## src/rtl/soc_riscv_noc_terminator.sv

```systemverilog
// NoC terminator: per-channel packet FSM that sinks packets or loops them back through a FWFT FIFO.
// Define SOC_NOC_TERM_STATS_EN to build the per-channel packet in/out counters; otherwise they read 0.
module soc_riscv_noc_terminator #(
    parameter int CHANNELS   = 2,
    parameter int FLIT_WIDTH = 34,
    parameter int DEPTH      = 4
) (
    input  logic                           clk,
    input  logic                           rst_n,
    input  logic [CHANNELS*FLIT_WIDTH-1:0] in_flit,
    input  logic [CHANNELS-1:0]            in_last,
    input  logic [CHANNELS-1:0]            in_valid,
    output logic [CHANNELS-1:0]            in_ready,
    input  logic [CHANNELS-1:0]            loop_en,
    output logic [CHANNELS*FLIT_WIDTH-1:0] out_flit,
    output logic [CHANNELS-1:0]            out_last,
    output logic [CHANNELS-1:0]            out_valid,
    input  logic [CHANNELS-1:0]            out_ready,
    output logic [CHANNELS*16-1:0]         pkt_in_cnt,
    output logic [CHANNELS*16-1:0]         pkt_out_cnt
);

    localparam int AW = $clog2(DEPTH);
    localparam int PW = AW + 1;

    typedef enum logic [1:0] {
        ST_IDLE = 2'd0,
        ST_SINK = 2'd1,
        ST_LOOP = 2'd2
    } state_e;

    for (genvar ch = 0; ch < CHANNELS; ch++) begin : g_ch
        state_e                state_q, state_d;
        logic [PW-1:0]         wr_ptr_q, wr_ptr_d;
        logic [PW-1:0]         rd_ptr_q, rd_ptr_d;
        logic [FLIT_WIDTH:0]   mem_q [DEPTH];
        logic [FLIT_WIDTH:0]   rd_word;
        logic [FLIT_WIDTH-1:0] flit_in;
        logic                  fifo_full, fifo_empty;
        logic                  rdy, loop_sel, accept, wr_en, pop;

        assign flit_in    = in_flit[ch*FLIT_WIDTH +: FLIT_WIDTH];
        assign fifo_empty = (wr_ptr_q == rd_ptr_q);
        // Same slot index with differing wrap bit means the writer is a full lap ahead.
        assign fifo_full  = (wr_ptr_q[AW] != rd_ptr_q[AW]) &&
                            (wr_ptr_q[AW-1:0] == rd_ptr_q[AW-1:0]);

        always_ff @(posedge clk or negedge rst_n) begin
            if (!rst_n) state_q <= ST_IDLE;
            else        state_q <= state_d;
        end

        always_comb begin
            state_d = state_q;
            if (accept) begin
                case (state_q)
                    ST_IDLE: if (!in_last[ch]) state_d = loop_en[ch] ? ST_LOOP : ST_SINK;
                    default: if (in_last[ch])  state_d = ST_IDLE;
                endcase
            end
        end

        // loop_en only matters while idle; mid-packet the state alone decides the path.
        always_comb begin
            rdy      = 1'b0;
            loop_sel = 1'b0;
            case (state_q)
                ST_IDLE: begin
                    rdy      = loop_en[ch] ? !fifo_full : 1'b1;
                    loop_sel = loop_en[ch];
                end
                ST_SINK: rdy = 1'b1;
                ST_LOOP: begin
                    rdy      = !fifo_full;
                    loop_sel = 1'b1;
                end
                default: rdy = 1'b0;
            endcase
            rdy = rdy & rst_n;
        end

        assign accept = in_valid[ch] & rdy;
        assign wr_en  = accept & loop_sel;
        assign pop    = !fifo_empty & out_ready[ch];

        assign wr_ptr_d = wr_en ? wr_ptr_q + PW'(1) : wr_ptr_q;
        assign rd_ptr_d = pop   ? rd_ptr_q + PW'(1) : rd_ptr_q;

        always_ff @(posedge clk or negedge rst_n) begin
            if (!rst_n) begin
                wr_ptr_q <= '0;
                rd_ptr_q <= '0;
            end else begin
                wr_ptr_q <= wr_ptr_d;
                rd_ptr_q <= rd_ptr_d;
            end
        end

        always_ff @(posedge clk) begin
            if (wr_en) mem_q[wr_ptr_q[AW-1:0]] <= {in_last[ch], flit_in};
        end

        assign rd_word       = mem_q[rd_ptr_q[AW-1:0]];
        assign in_ready[ch]  = rdy;
        assign out_valid[ch] = !fifo_empty;
        assign out_last[ch]  = !fifo_empty & rd_word[FLIT_WIDTH];
        assign out_flit[ch*FLIT_WIDTH +: FLIT_WIDTH] =
            fifo_empty ? '0 : rd_word[FLIT_WIDTH-1:0];

`ifdef SOC_NOC_TERM_STATS_EN
        logic [15:0] in_cnt_q, in_cnt_d;
        logic [15:0] out_cnt_q, out_cnt_d;

        assign in_cnt_d  = (accept & in_last[ch]) ? in_cnt_q + 16'd1 : in_cnt_q;
        assign out_cnt_d = (pop & rd_word[FLIT_WIDTH]) ? out_cnt_q + 16'd1 : out_cnt_q;

        always_ff @(posedge clk or negedge rst_n) begin
            if (!rst_n) begin
                in_cnt_q  <= '0;
                out_cnt_q <= '0;
            end else begin
                in_cnt_q  <= in_cnt_d;
                out_cnt_q <= out_cnt_d;
            end
        end

        assign pkt_in_cnt[ch*16 +: 16]  = in_cnt_q;
        assign pkt_out_cnt[ch*16 +: 16] = out_cnt_q;
`else
        assign pkt_in_cnt[ch*16 +: 16]  = 16'd0;
        assign pkt_out_cnt[ch*16 +: 16] = 16'd0;
`endif
    end

endmodule

```

## config.mk

```make
export PLATFORM = sky130hd
export DESIGN_NAME = soc_riscv_noc_terminator
export DESIGN_NICKNAME = d
export VERILOG_FILES = /design/src/rtl/soc_riscv_noc_terminator.sv
export SDC_FILE = /design/constraint.sdc
export NUM_CORES = 1
export LEC_CHECK = 0
export CORE_MARGIN = 2
export CORE_UTILIZATION = 55
export DETAILED_ROUTE_END_ITERATION = 7
export PLACE_DENSITY = 0.85
export SLEW_MARGIN = 40
export SYNTH_ARGS = -nofsm -noshare
export SYNTH_HDL_FRONTEND = slang
export SYNTH_SLANG_ARGS = --single-unit
```

## constraint.sdc

```tcl
create_clock -name clk -period 7.6 [get_ports clk]
set_input_delay 0.76 -clock clk [delete_from_list [all_inputs] [get_ports clk]]
set_output_delay 0.76 -clock clk [all_outputs]
set_load 0.005 [all_outputs]
```

After elaboration in Yosys (flattened, before gate mapping). Memory sizes are Yosys's and may differ from the RTL's. Index checks and enable logic that the tools add are counted.

RAM bits: 280. Output and inout bits: 138. Logic and storage cells: 66. Bits in registers: 16. Memories: 2. Input port bits: 78.

Memories: g_ch[0].mem_q (words 4, bits a word 35, read ports 1, clocked after memory_dff 0, write ports 1, line 36) `logic [FLIT_WIDTH:0] mem_q [DEPTH];`; g_ch[1].mem_q (words 4, bits a word 35, read ports 1, clocked after memory_dff 0, write ports 1, line 36).

Equal/unequal tests: 12. Reduce and logical (&&, ||, !) cells: 12. Bitwise gates (word level): 10. Mux-type cells: 20. Add/subtract/negate cells: 4.

Operators with widths (number): $mux 34 (2); $mux 2 (8); $add 3x1->3 const B (4); $and 1x1->1 (10); $eq 3x3->1 (2); $mux 1 (6); $pmux 1 s3 (2); $reduce_and 3->1 (2); $eq 2x1->1 const B (2); $eq 2x2->1 (2); $eq 2x2->1 const B (2); $logic_not 1->1 (4); $logic_not 2->1 (2); $ne 2x2->1 const B (2); $pmux 1 s2 (2); $reduce_bool 2->1 (2); $logic_and 1x1->1 (2); $ne 1x1->1 (2).

Depth between registers and ports, before layout. Gate-level depths: netlist (run 1).

Word-level depth: 10. Gate-level depth with buffers: 6. Depth with buffers taken out: 4.

Least setup slack after synthesis (run 1). OpenSTA, ideal clock, no wires.

Path type: input port to flip-flop. Start: in rst_n. End: mem g_ch[0].mem_q[3][0] in the netlist's numbering (enable). Stages on the path: 3. Path slack: 3.542 ns. Required time: 7.129 ns. Arrival: 3.587 ns. Path through: clkbuf_2 > o211ai_1 > nor3_1.

Word-level cells in the longest chain between the ends: 5.

Ends and longest elaborated chain: start, declared (line 9) `input logic rst_n,`; $and 1x1->1 (line 79) `rdy = rdy & rst_n;`; $and 1x1->1 (line 82) `assign accept = in_valid[ch] & rdy;`; $and 1x1->1 (line 83) `assign wr_en = accept & loop_sel;`; $mux 1 (line 100) `if (wr_en) mem_q[wr_ptr_q[AW-1:0]] <= {in_last[ch], flit_in};`; $mux 1 (not written as such) (line 100); end, declared (line 36).

No other way between the ends.

Final worst setup path (run 1).
Start: reg g_ch[1].rd_ptr_q[0]. End: out out_flit[47].

Word-level cells in the longest chain between the ends: 2.

Ends and longest elaborated chain: start, declared (line 35) `logic [PW-1:0] rd_ptr_q, rd_ptr_d;`; start signal, assigned (line 95) `rd_ptr_q <= rd_ptr_d;`; $mem_v2 4x35 / $eq 3x3->1 (equally long branches); $mux 34 (*) (line 108) `fifo_empty ? '0 : rd_word[FLIT_WIDTH-1:0];`; end, declared (line 15) `output logic [CHANNELS*FLIT_WIDTH-1:0] out_flit,`.

Mark *: on every way between the ends. The rest lies on a longest branch, timed or not.

==> flow_metrics.env, run 1 <==
export IMPL_status="complete, no violations"
export IMPL_initial_core_util_pct=56.0
export IMPL_finalSetupViolations=0
export IMPL_n_antenna_cell=0
export IMPL_dr_pass1_iters=4
export IMPL_intPower_mw=3.93
export IMPL_rsz0062_at_grt="no"
export IMPL_fillCellCount=1380
export IMPL_use_met2_pct=31.1
export IMPL_root_buffer="clkbuf_16"
export IMPL_cellLeakagePower_nw=4.90
export IMPL_htreeDepth=1
export IMPL_io_pins=216
export IMPL_cts_buffers=28
export IMPL_core_area_um2=21800
export IMPL_syn_instance_count=614
export IMPL_netlist_area_leader_share_pct=68.8
export IMPL_antenna_found_initial=0
export IMPL_netSwitchingFraction_pct=27.5
export IMPL_grt_max_degree=40
export IMPL_max_freq_ghz=0.270
export IMPL_fin_crit_ns=3.71
export IMPL_dp_hpwl_um=13400
export IMPL_die_w_um=153
export IMPL_power_share_clock_pct=24.3
export IMPL_ys_ff_latch=296
export IMPL_cts_tree="yes"
export IMPL_gr_usage_all_layers_pct=18.5
export IMPL_crit_type="reg2out"
export IMPL_arrival_ns=2.95
export IMPL_hold_class="in2async"
export IMPL_tightest_slew_ns=0.777
export IMPL_wl_per_cell_um=20.4
export IMPL_top_usage_layer="met2"
export IMPL_synthArstFlopShare_pct=5.41
export IMPL_instances_no_fill=1074
export IMPL_grt_pass1_vias=6043
export IMPL_dpl_cell_count=1024
export IMPL_ys_types=40
export IMPL_start_kind="register"
export IMPL_synth_edf_count=280
export IMPL_overflow=0
export IMPL_regToRegStartpoint="g_ch[1].rd_ptr_q[0]$_DFFE_PN0P_"
export IMPL_grt_pass1_wl_um=33900
export IMPL_use_met1_pct=25.2
export IMPL_critical_path_required_ns=6.84
export IMPL_final_util_pct=66.9
export IMPL_portBuffers=151
export IMPL_finalSetupTns_ns=0
export IMPL_finalHoldViolations=0
export IMPL_r2r_end="g_ch[1].mem_q[1][28]$_DFFE_PP_"
export IMPL_cts_hold_fix_buffers=0
export IMPL_nets=862
export IMPL_drive_gt1_share_pct=16.6
export IMPL_fin_worst_skew_ns=0.0108
export IMPL_placed_area_um2=13700
export IMPL_power_frac_comb_pct=37.6
export IMPL_seq_power_share_pct=38.1
export IMPL_met3_usage_pct=4.34
export IMPL_area_growth_pct=19.6
export IMPL_period_share_pct=48.8
export IMPL_startpoint="g_ch[1].rd_ptr_q[0]$_DFFE_PN0P_"
export IMPL_clkTransAtPathRegs_ns=0.06
export IMPL_synthTopCellsByCount="280 x edfxtp_1, 77 x and2_1, 73 x buf_4"
export IMPL_synth_most_common_cell="edfxtp_1"
export IMPL_slew_viol_final=0
export IMPL_viasPerCell=5.49
export IMPL_max_cap_violations=0
export IMPL_finish_instance_area_um2=14600
export IMPL_route_detailed_drc=0
export IMPL_wirelength_um=21900
export IMPL_die_y_um=153
export IMPL_gp_congestion=0.781
export IMPL_timing_critical_path_to="out_flit[47]"
export IMPL_rows=54
export IMPL_regToRegSetupSlack_ns=5.10
export IMPL_avgSynthCellArea_um2=19.9
export IMPL_critPathCaptureType="primary output"
export IMPL_die_area_um2=23400
export IMPL_clock_path_buffers=3
export IMPL_powerDensity_nw_per_um2=371
export IMPL_synth_area_top_cells="edfxtp_1 69%, mux4_2 12%, buf_4 4.5%, and2_1 3.9%, dfrtp_1 3.3%"
export IMPL_yosys_area_top_type="edfxtp_1"
export IMPL_postCtsSetupBuffers=0
export IMPL_mappedNetlistArea_um2=12200
export IMPL_peakVddDrop_v=0.000253
export IMPL_rr_worst_depth=5
export IMPL_clkLatencyLatePin_ns=0.53
export IMPL_cts_resized_gates=0
export IMPL_antenna_left=0
export IMPL_ys_seq_area_share_pct=72.1
export IMPL_max_slew_margin_pct=48.2
export IMPL_yosysWarnings=0
export IMPL_synth_main_ff_cell="edfxtp_1"
export IMPL_p_sw_mw=1.49
export IMPL_num_vias=5892
export IMPL_cp_max_fo=39
export IMPL_drtIter0Drc=376
export IMPL_clkSinkCount=296
## kinds of logic (layout without fill, tap and decap cells)
family / count (synthesis) / count (layout) / share of synthesized area (%)
other: 1 / 64 / 0.0307
XOR/XNOR: 14 / 14 / 1.34
adder cells (fa/ha/maj): 10 / 10 / 1.02
flip-flops: 296 / 296 / 72.1
multiplexers: 76 / 76 / 13.7
AND/OR/NAND/NOR: 107 / 107 / 5.50
buffers and inverters: 97 / 214 / 5.59
AO/OA/AOI/OAI: 13 / 13 / 0.707
## per-layer routing
metal  routed length, um  part of all wire, %
met5                   0                    0
met4                 416                  1.9
met3                1780                  8.1
met2               11300                   51
met1                8460                   39
## worst min path at each step
stage	from	to	slack, ns
final	rst_n	g_ch[1].state_q[1]$_DFFE_PN0P_	0.18
after global routing	rst_n	g_ch[1].state_q[1]$_DFFE_PN0P_	0.21
after CTS	rst_n	g_ch[1].state_q[1]$_DFFE_PN0P_	0.17
after detailed placement	g_ch[0].rd_ptr_q[2]$_DFFE_PN0P_	g_ch[0].rd_ptr_q[2]$_DFFE_PN0P_	0.54
after global placement	g_ch[0].rd_ptr_q[2]$_DFFE_PN0P_	g_ch[0].rd_ptr_q[2]$_DFFE_PN0P_	0.51
after floorplan	rst_n	g_ch[0].rd_ptr_q[0]$_DFFE_PN0P_	0.46
## final cells by class
class                           count  area [um^2]  area share [%]
Clock inverter                     14          123           0.839
Sequential cell                   296         8810            60.3
Multi-Input combinational cell    284         2980            20.4
Inverter                            6         22.5           0.154
Timing Repair Buffer              158         1560            10.7
Clock buffer                       36          752            5.15
Tap cell                          280          350            2.40
## sequential cells by signal (all words and copies together) (netlist names)
register	flops
g_ch.mem_q	280
g_ch.rd_ptr_q	6
g_ch.wr_ptr_q	6
g_ch.state_q	4
## placed cells by master, fill, tap and decap left out, drive strengths merged, types with 3 or more instances in the layout
cell type      synthesis  final
a21oi                  5      5
and2                  77     77
buf                   83      8
clkbuf                 8     36
clkdlybuf4s50          0    150
clkinv                 0     10
conb                   1     64
dfrtp                 16     16
edfxtp               280    280
ha                    10     10
inv                    6      7
mux2                   5      5
mux4                  70     70
nand2                  8      8
nand3                  5      5
nor2                   5      5
nor3                   6      6
xnor2                 11     11
xor2                   3      3
## power groups by stage
| stage | clock (mW) | combinational [mW] | sequential, mW |
|---|---|---|---|
| 6_report | 1.31 | 2.04 | 2.07 |
| 5_1_grt | 1.40 | 2.20 | 2.08 |
| 4_1_cts | 1.34 | 2.08 | 2.07 |
| 3_5_place_dp | 0 | 2.05 | 2.10 |
| 3_3_place_gp | 0 | 1.99 | 2.08 |
| 2_1_floorplan | 0 | 1.19 | 2.04 |
## critical path, cell delays in order, from the launching register on
cell and delay, ns:
dfrtp_2 0.34, buf_4 0.60, xnor2_1 0.20, nand3_1 0.12, buf_4 0.34, and2_1 0.26, clkdlybuf4s50_1 0.53
## metrics by stage
stage	hold WS [ns]	total power, mW	worst slack, ns
2_1_floorplan	0.464	3.22	3.54
3_3_place_gp	0.513	4.08	3.78
3_5_place_dp	0.541	4.15	4.39
4_1_cts	0.171	5.49	3.78
5_1_grt	0.206	5.68	3.65
6_report	0.175	5.42	3.89
No activity file was read; power rests on OpenSTA's default activity.
==> run 2, diff against run 1 <==
--- a/config.mk
+++ b/config.mk
@@ -6,9 +6,9 @@
 export NUM_CORES = 1
 export LEC_CHECK = 0
 export CORE_MARGIN = 2
-export CORE_UTILIZATION = 55
+export CORE_UTILIZATION = 48
 export DETAILED_ROUTE_END_ITERATION = 7
-export PLACE_DENSITY = 0.85
+export PLACE_DENSITY = 0.79
 export SLEW_MARGIN = 40
 export SYNTH_ARGS = -nofsm -noshare
 export SYNTH_HDL_FRONTEND = slang
==> constraint.sdc (replaced) <==
create_clock -name clk -period 3 [get_ports clk]
set_input_delay 0.3 -clock clk [delete_from_list [all_inputs] [get_ports clk]]
set_output_delay 0.3 -clock clk [all_outputs]
set_load 0.005 [all_outputs]
==> run 2 against run 1 <==
Register-to-register slack got worse by 4.2 ns. Combinational power increased to 2.6 times the previous value. Critical path type unchanged. Die area up 14%. Largest cell class unchanged. Highest routed layer unchanged. Critical path depth down 2. Critical endpoint is now out_flit[56]. Total power rose to 2.5 times the previous value.
==> flow_metrics.env, run 2 (synthesis results as in run 1) <==
export IMPL_dpl_cell_count=1084
export IMPL_rsz0062_at_grt="no"
export IMPL_peakVddDrop_v=0.000601
export IMPL_cts_tree="yes"
export IMPL_antenna_found_initial=0
export IMPL_crit_type="reg2out"
export IMPL_cts_resized_gates=0
export IMPL_grt_max_degree=39
export IMPL_fin_crit_ns=2.86
export IMPL_drive_gt1_share_pct=18.0
export IMPL_portBuffers=151
export IMPL_area_growth_pct=21.5
export IMPL_die_area_um2=26700
export IMPL_gr_usage_all_layers_pct=16.1
export IMPL_root_buffer="clkbuf_16"
export IMPL_grt_pass1_wl_um=33100
export IMPL_cp_max_fo=31
export IMPL_finalSetupViolations=0
export IMPL_multi_input_area_um2=2980
export IMPL_core_area_um2=25100
export IMPL_tightest_slew_ns=0.576
export IMPL_fin_worst_skew_ns=0.00805
export IMPL_rows=58
export IMPL_period_share_pct=95.3
export IMPL_clock_path_buffers=3
export IMPL_critical_path_required_ns=2.70
export IMPL_slew_viol_final=0
export IMPL_start_kind="register"
export IMPL_gp_congestion=0.702
export IMPL_viasPerCell=5.07
export IMPL_postCtsSetupBuffers=0
export IMPL_final_common_cell="edfxtp_1"
export IMPL_powerDensity_nw_per_um2=921
export IMPL_regArea_um2=8810
export IMPL_status="complete, no violations"
export IMPL_drtIter0Drc=331
export IMPL_die_y_um=164
export IMPL_dr_pass1_iters=5
export IMPL_largest_reg_flops=280
export IMPL_max_cap_violations=0
export IMPL_initial_core_util_pct=48.6
export IMPL_critPathCaptureType="primary output"
export IMPL_finalHoldViolations=0
export IMPL_max_freq_ghz=0.350
export IMPL_dp_hpwl_um=13200
export IMPL_finalSetupTns_ns=0
export IMPL_hold_class="in2async"
export IMPL_wirelength_um=21200
export IMPL_cellLeakagePower_nw=4.97
export IMPL_cts_hold_fix_buffers=0
export IMPL_grt_pass1_vias=5902
export IMPL_cts_buffers=29
export IMPL_wl_per_cell_um=18.7
export IMPL_die_w_um=164
export IMPL_io_pins=216
export IMPL_clkTransAtPathRegs_ns=0.06
export IMPL_arrival_ns=2.56
export IMPL_max_slew_margin_pct=61.5
export IMPL_route_detailed_drc=0
export IMPL_fillCellCount=1870
export IMPL_num_vias=5773
export IMPL_antenna_left=0
export IMPL_clkLatencyLatePin_ns=0.53
export IMPL_clkSinkCount=296
export IMPL_nets=873
export IMPL_overflow=0
export IMPL_startpoint="g_ch[1].rd_ptr_q[1]$_DFFE_PN0P_"
export IMPL_htreeDepth=1
export IMPL_instances_no_fill=1138
export IMPL_regToRegStartpoint="g_ch[1].rd_ptr_q[1]$_DFFE_PN0P_"
export IMPL_mostFrequentLayoutCells="280 x edfxtp_1, 151 x clkdlybuf4s50_1, 71 x and2_1, 64 x mux4_2, 64 x conb_1"
run 2: cell count changes in the layout (fill, tap and decap cells not counted), sizes merged:
cell | before | now
buf | 8 | 17
clkinv | 10 | 16
clkbuf | 36 | 32
clkinvlp | 1 | 3
bufinv | 2 | 1
clkdlybuf4s50 | 150 | 151
diode | 0 | 1
run 2: final cells by class:
type,instances,area share (%)
Multi-Input combinational cell,284,20.1
Antenna cell,1,0.0169
Sequential cell,296,59.4
Tap cell,330,2.78
Timing Repair Buffer,168,11.7
Clock inverter,21,0.877
Inverter,6,0.152
Clock buffer,32,4.97
run 2: report_power, final:
part           switching (mW)  total (mW)  internal [mW]
Combinational            2.10        5.24           3.14
Clock                    1.42        3.27           1.85
Sequential              0.247        5.16           4.91
run 2: final timing paths:
check	cells after the start	endpoint	slack [ns]
worst max register to register	5	g_ch[1].mem_q[1][30]$_DFFE_PP_	0.86
min in group clk	1	g_ch[1].mem_q[1][17]$_DFFE_PP_	0.39
max in group asynchronous	2	g_ch[0].rd_ptr_q[1]$_DFFE_PN0P_	2.62
worst min-delay path	2	g_ch[1].state_q[1]$_DFFE_PN0P_	0.15
worst max-delay path	4	out_flit[56]	0.14
worst min register to register	1	g_ch[0].rd_ptr_q[2]$_DFFE_PN0P_	0.53
run 2: through the flow:
stage | util (%) | instance area, um^2 | hold slack (ns) | setup WS, ns | total power [mW]
after floorplan | - | 12500 | 0.00441 | 0.283 | 8.17
final | 59.1 | 14800 | 0.150 | 0.141 | 13.7
after global routing | 59.1 | 14800 | 0.169 | 0.00484 | 14.4
after CTS | 59.1 | 14800 | 0.142 | 0.0830 | 13.9
after global placement | 55.6 | 14000 | 0.531 | 0.576 | 10.5
after detailed placement | 55.6 | 14000 | 0.531 | 0.536 | 10.6
run 2: routing by layer:
layer	wire length (um)	share of wire (%)	global-route usage, %
met3	1760	8.3	4.11
met2	10300	49	27.1
met4	415	2.0	3.47
met5	0	0	0
met1	8720	41	21.4
run 2: worst max-delay path: stages, from the launching register on:
cell             delay [ns]
dfrtp_2                0.53
buf_4                  0.46
mux4_2                 0.36
and2_1                 0.17
clkdlybuf4s50_1        0.50
==> run 3, diff against run 2 <==
--- a/config.mk
+++ b/config.mk
@@ -6,10 +6,10 @@
 export NUM_CORES = 1
 export LEC_CHECK = 0
 export CORE_MARGIN = 2
-export CORE_UTILIZATION = 48
+export CORE_UTILIZATION = 55
+export CTS_CLUSTER_DIAMETER = 40
 export DETAILED_ROUTE_END_ITERATION = 7
-export PLACE_DENSITY = 0.79
-export SLEW_MARGIN = 40
+export PLACE_DENSITY = 0.85
 export SYNTH_ARGS = -nofsm -noshare
 export SYNTH_HDL_FRONTEND = slang
 export SYNTH_SLANG_ARGS = --single-unit
==> constraint.sdc (replaced) <==
create_clock -name clk -period 3.55 [get_ports clk]
set_input_delay 0.355 -clock clk [delete_from_list [all_inputs] [get_ports clk]]
set_output_delay 0.355 -clock clk [all_outputs]
set_load 0.005 [all_outputs]
==> run 3 against run 2 <==
Hold slack better by 0.059 ns. Routed wire length is 3.8% higher. Critical endpoint is now out_flit[8]. Combinational power fell by 17%. First-iteration DRC count up 3.9%. Die area down 12%. Largest power group is now sequential cells.
==> flow_metrics.env, run 3 (synthesis results as in run 1) <==
export IMPL_status="complete, no violations"
export IMPL_wl_per_cell_um=20.2
export IMPL_drtIter0Drc=344
export IMPL_overflow=0
export IMPL_gp_congestion=0.758
export IMPL_clkLatencyLatePin_ns=0.54
export IMPL_dpl_cell_count=1036
export IMPL_portBuffers=151
export IMPL_finalSetupViolations=0
export IMPL_cts_resized_gates=0
export IMPL_crit_type="reg2out"
export IMPL_met3_usage_pct=5.16
export IMPL_max_cap_violations=0
export IMPL_seq_power_share_pct=37.5
export IMPL_fillCellCount=1360
export IMPL_powerDensity_nw_per_um2=799
export IMPL_fin_worst_skew_ns=0.0168
export IMPL_initial_core_util_pct=56.0
export IMPL_largest_reg_flops=280
export IMPL_max_slew_margin_pct=56.5
export IMPL_rsz0062_at_grt="no"
export IMPL_area_growth_pct=21.3
export IMPL_peakVddDrop_v=0.000624
export IMPL_grt_pass1_wl_um=34500
export IMPL_drive_gt1_share_pct=18.8
export IMPL_cts_buffers=31
export IMPL_finalHoldViolations=0
export IMPL_nets=877
export IMPL_period_share_pct=88.6
export IMPL_slew_viol_final=0
export IMPL_critPathCaptureType="primary output"
export IMPL_final_util_pct=67.9
export IMPL_gr_usage_all_layers_pct=18.8
export IMPL_dp_hpwl_um=14400
export IMPL_rows=54
export IMPL_grt_pass1_vias=6261
export IMPL_htreeDepth=1
export IMPL_intPower_mw=8.55
export IMPL_final_common_cell="edfxtp_1"
export IMPL_finish_instance_area_um2=14800
export IMPL_use_met2_pct=32.5
export IMPL_cellLeakagePower_nw=5.02
export IMPL_clkSinkCount=296
export IMPL_netSwitchingFraction_pct=27.8
export IMPL_n_antenna_cell=0
export IMPL_clkTransAtPathRegs_ns=0.06
export IMPL_power_share_clock_pct=25.6
export IMPL_viasPerCell=5.40
export IMPL_die_area_um2=23400
export IMPL_cp_max_fo=20
export IMPL_startpoint="g_ch[0].rd_ptr_q[0]$_DFFE_PN0P_"
export IMPL_power_frac_comb_pct=36.8
export IMPL_p_sw_mw=3.29
export IMPL_placed_area_um2=13800
export IMPL_fin_crit_ns=3.14
export IMPL_cts_hold_fix_buffers=0
export IMPL_use_met1_pct=24.2
export IMPL_hold_class="in2async"
export IMPL_cts_tree="yes"
export IMPL_instances_no_fill=1093
export IMPL_io_pins=216
export IMPL_wirelength_um=22100
export IMPL_arrival_ns=2.79
export IMPL_dr_pass1_iters=5
export IMPL_top_usage_layer="met2"
export IMPL_die_w_um=153
export IMPL_max_freq_ghz=0.318
export IMPL_antenna_found_initial=1
export IMPL_grt_max_degree=39
export IMPL_clock_path_buffers=3
export IMPL_die_y_um=153
export IMPL_mostFrequentLayoutCells="280 x edfxtp_1, 151 x clkdlybuf4s50_1, 71 x and2_1, 64 x mux4_2, 64 x conb_1"
export IMPL_start_kind="register"
export IMPL_core_area_um2=21800
export IMPL_tightest_slew_ns=0.653
export IMPL_regToRegStartpoint="g_ch[0].rd_ptr_q[0]$_DFFE_PN0P_"
export IMPL_route_detailed_drc=0
export IMPL_critical_path_required_ns=3.19
export IMPL_num_vias=5903
export IMPL_postCtsSetupBuffers=0
export IMPL_root_buffer="clkbuf_16"
export IMPL_antenna_left=0
export IMPL_finalSetupTns_ns=0
export IMPL_finalPower_mw=11.8
## run 3: power groups by stage
stage          Combinational (mW)  Clock [mW]  Sequential, mW
3_5_place_dp                 4.41           0            4.53
2_1_floorplan                2.55           0            4.36
6_report                     4.37        3.04            4.45
4_1_cts                      4.46        3.09            4.46
3_3_place_gp                 4.30           0            4.49
5_1_grt                      4.74        3.23            4.49
## run 3: per-stage QoR
stage,worst slack (ns),hold slack [ns]
after floorplan,0.833,0.0594
final,0.406,0.209
after global routing,0.242,0.207
after global placement,0.896,0.499
after detailed placement,0.782,0.518
after CTS,0.331,0.184
## run 3: worst max-delay path, stage by stage (launching register included)
cell and delay [ns]:
dfrtp_2 0.79, buf_12 0.28, mux4_2 0.54, and2_1 0.18
clkdlybuf4s50_1 0.44
## run 3: final cells by class
| type | instances | area (um^2) | area share [%] |
|---|---|---|---|
| timing repair buffer | 170 | 1680 | 11.3 |
| clock inverter | 21 | 181 | 1.22 |
| inverter | 6 | 22.5 | 0.152 |
| tap | 280 | 350 | 2.36 |
| multi-input combinational | 284 | 2980 | 20.1 |
| sequential | 296 | 8810 | 59.5 |
| clock buffer | 36 | 795 | 5.36 |
## run 3: worst paths after layout
kind                                                   end  slack (ns)  cells after the start
setup / recovery                               out_flit[8]        0.41                      4
hold / removal             g_ch[1].wr_ptr_q[2]$_DFFE_PN0P_        0.21                      2
setup reg to reg             g_ch[0].mem_q[2][4]$_DFFE_PP_        1.08                      5
hold reg to reg            g_ch[0].rd_ptr_q[2]$_DFFE_PN0P_        0.52                      1
max in group asynchronous  g_ch[0].rd_ptr_q[1]$_DFFE_PN0P_        3.10                      2
min in group clk            g_ch[1].mem_q[1][15]$_DFFE_PP_        0.44                      1
## run 3: per-layer routing
layer	routed length, um	vias to the layer above
met5	0	-
met4	374	0
met1	8360	2982
li1	-	2622
met3	2100	38
met2	11200	261
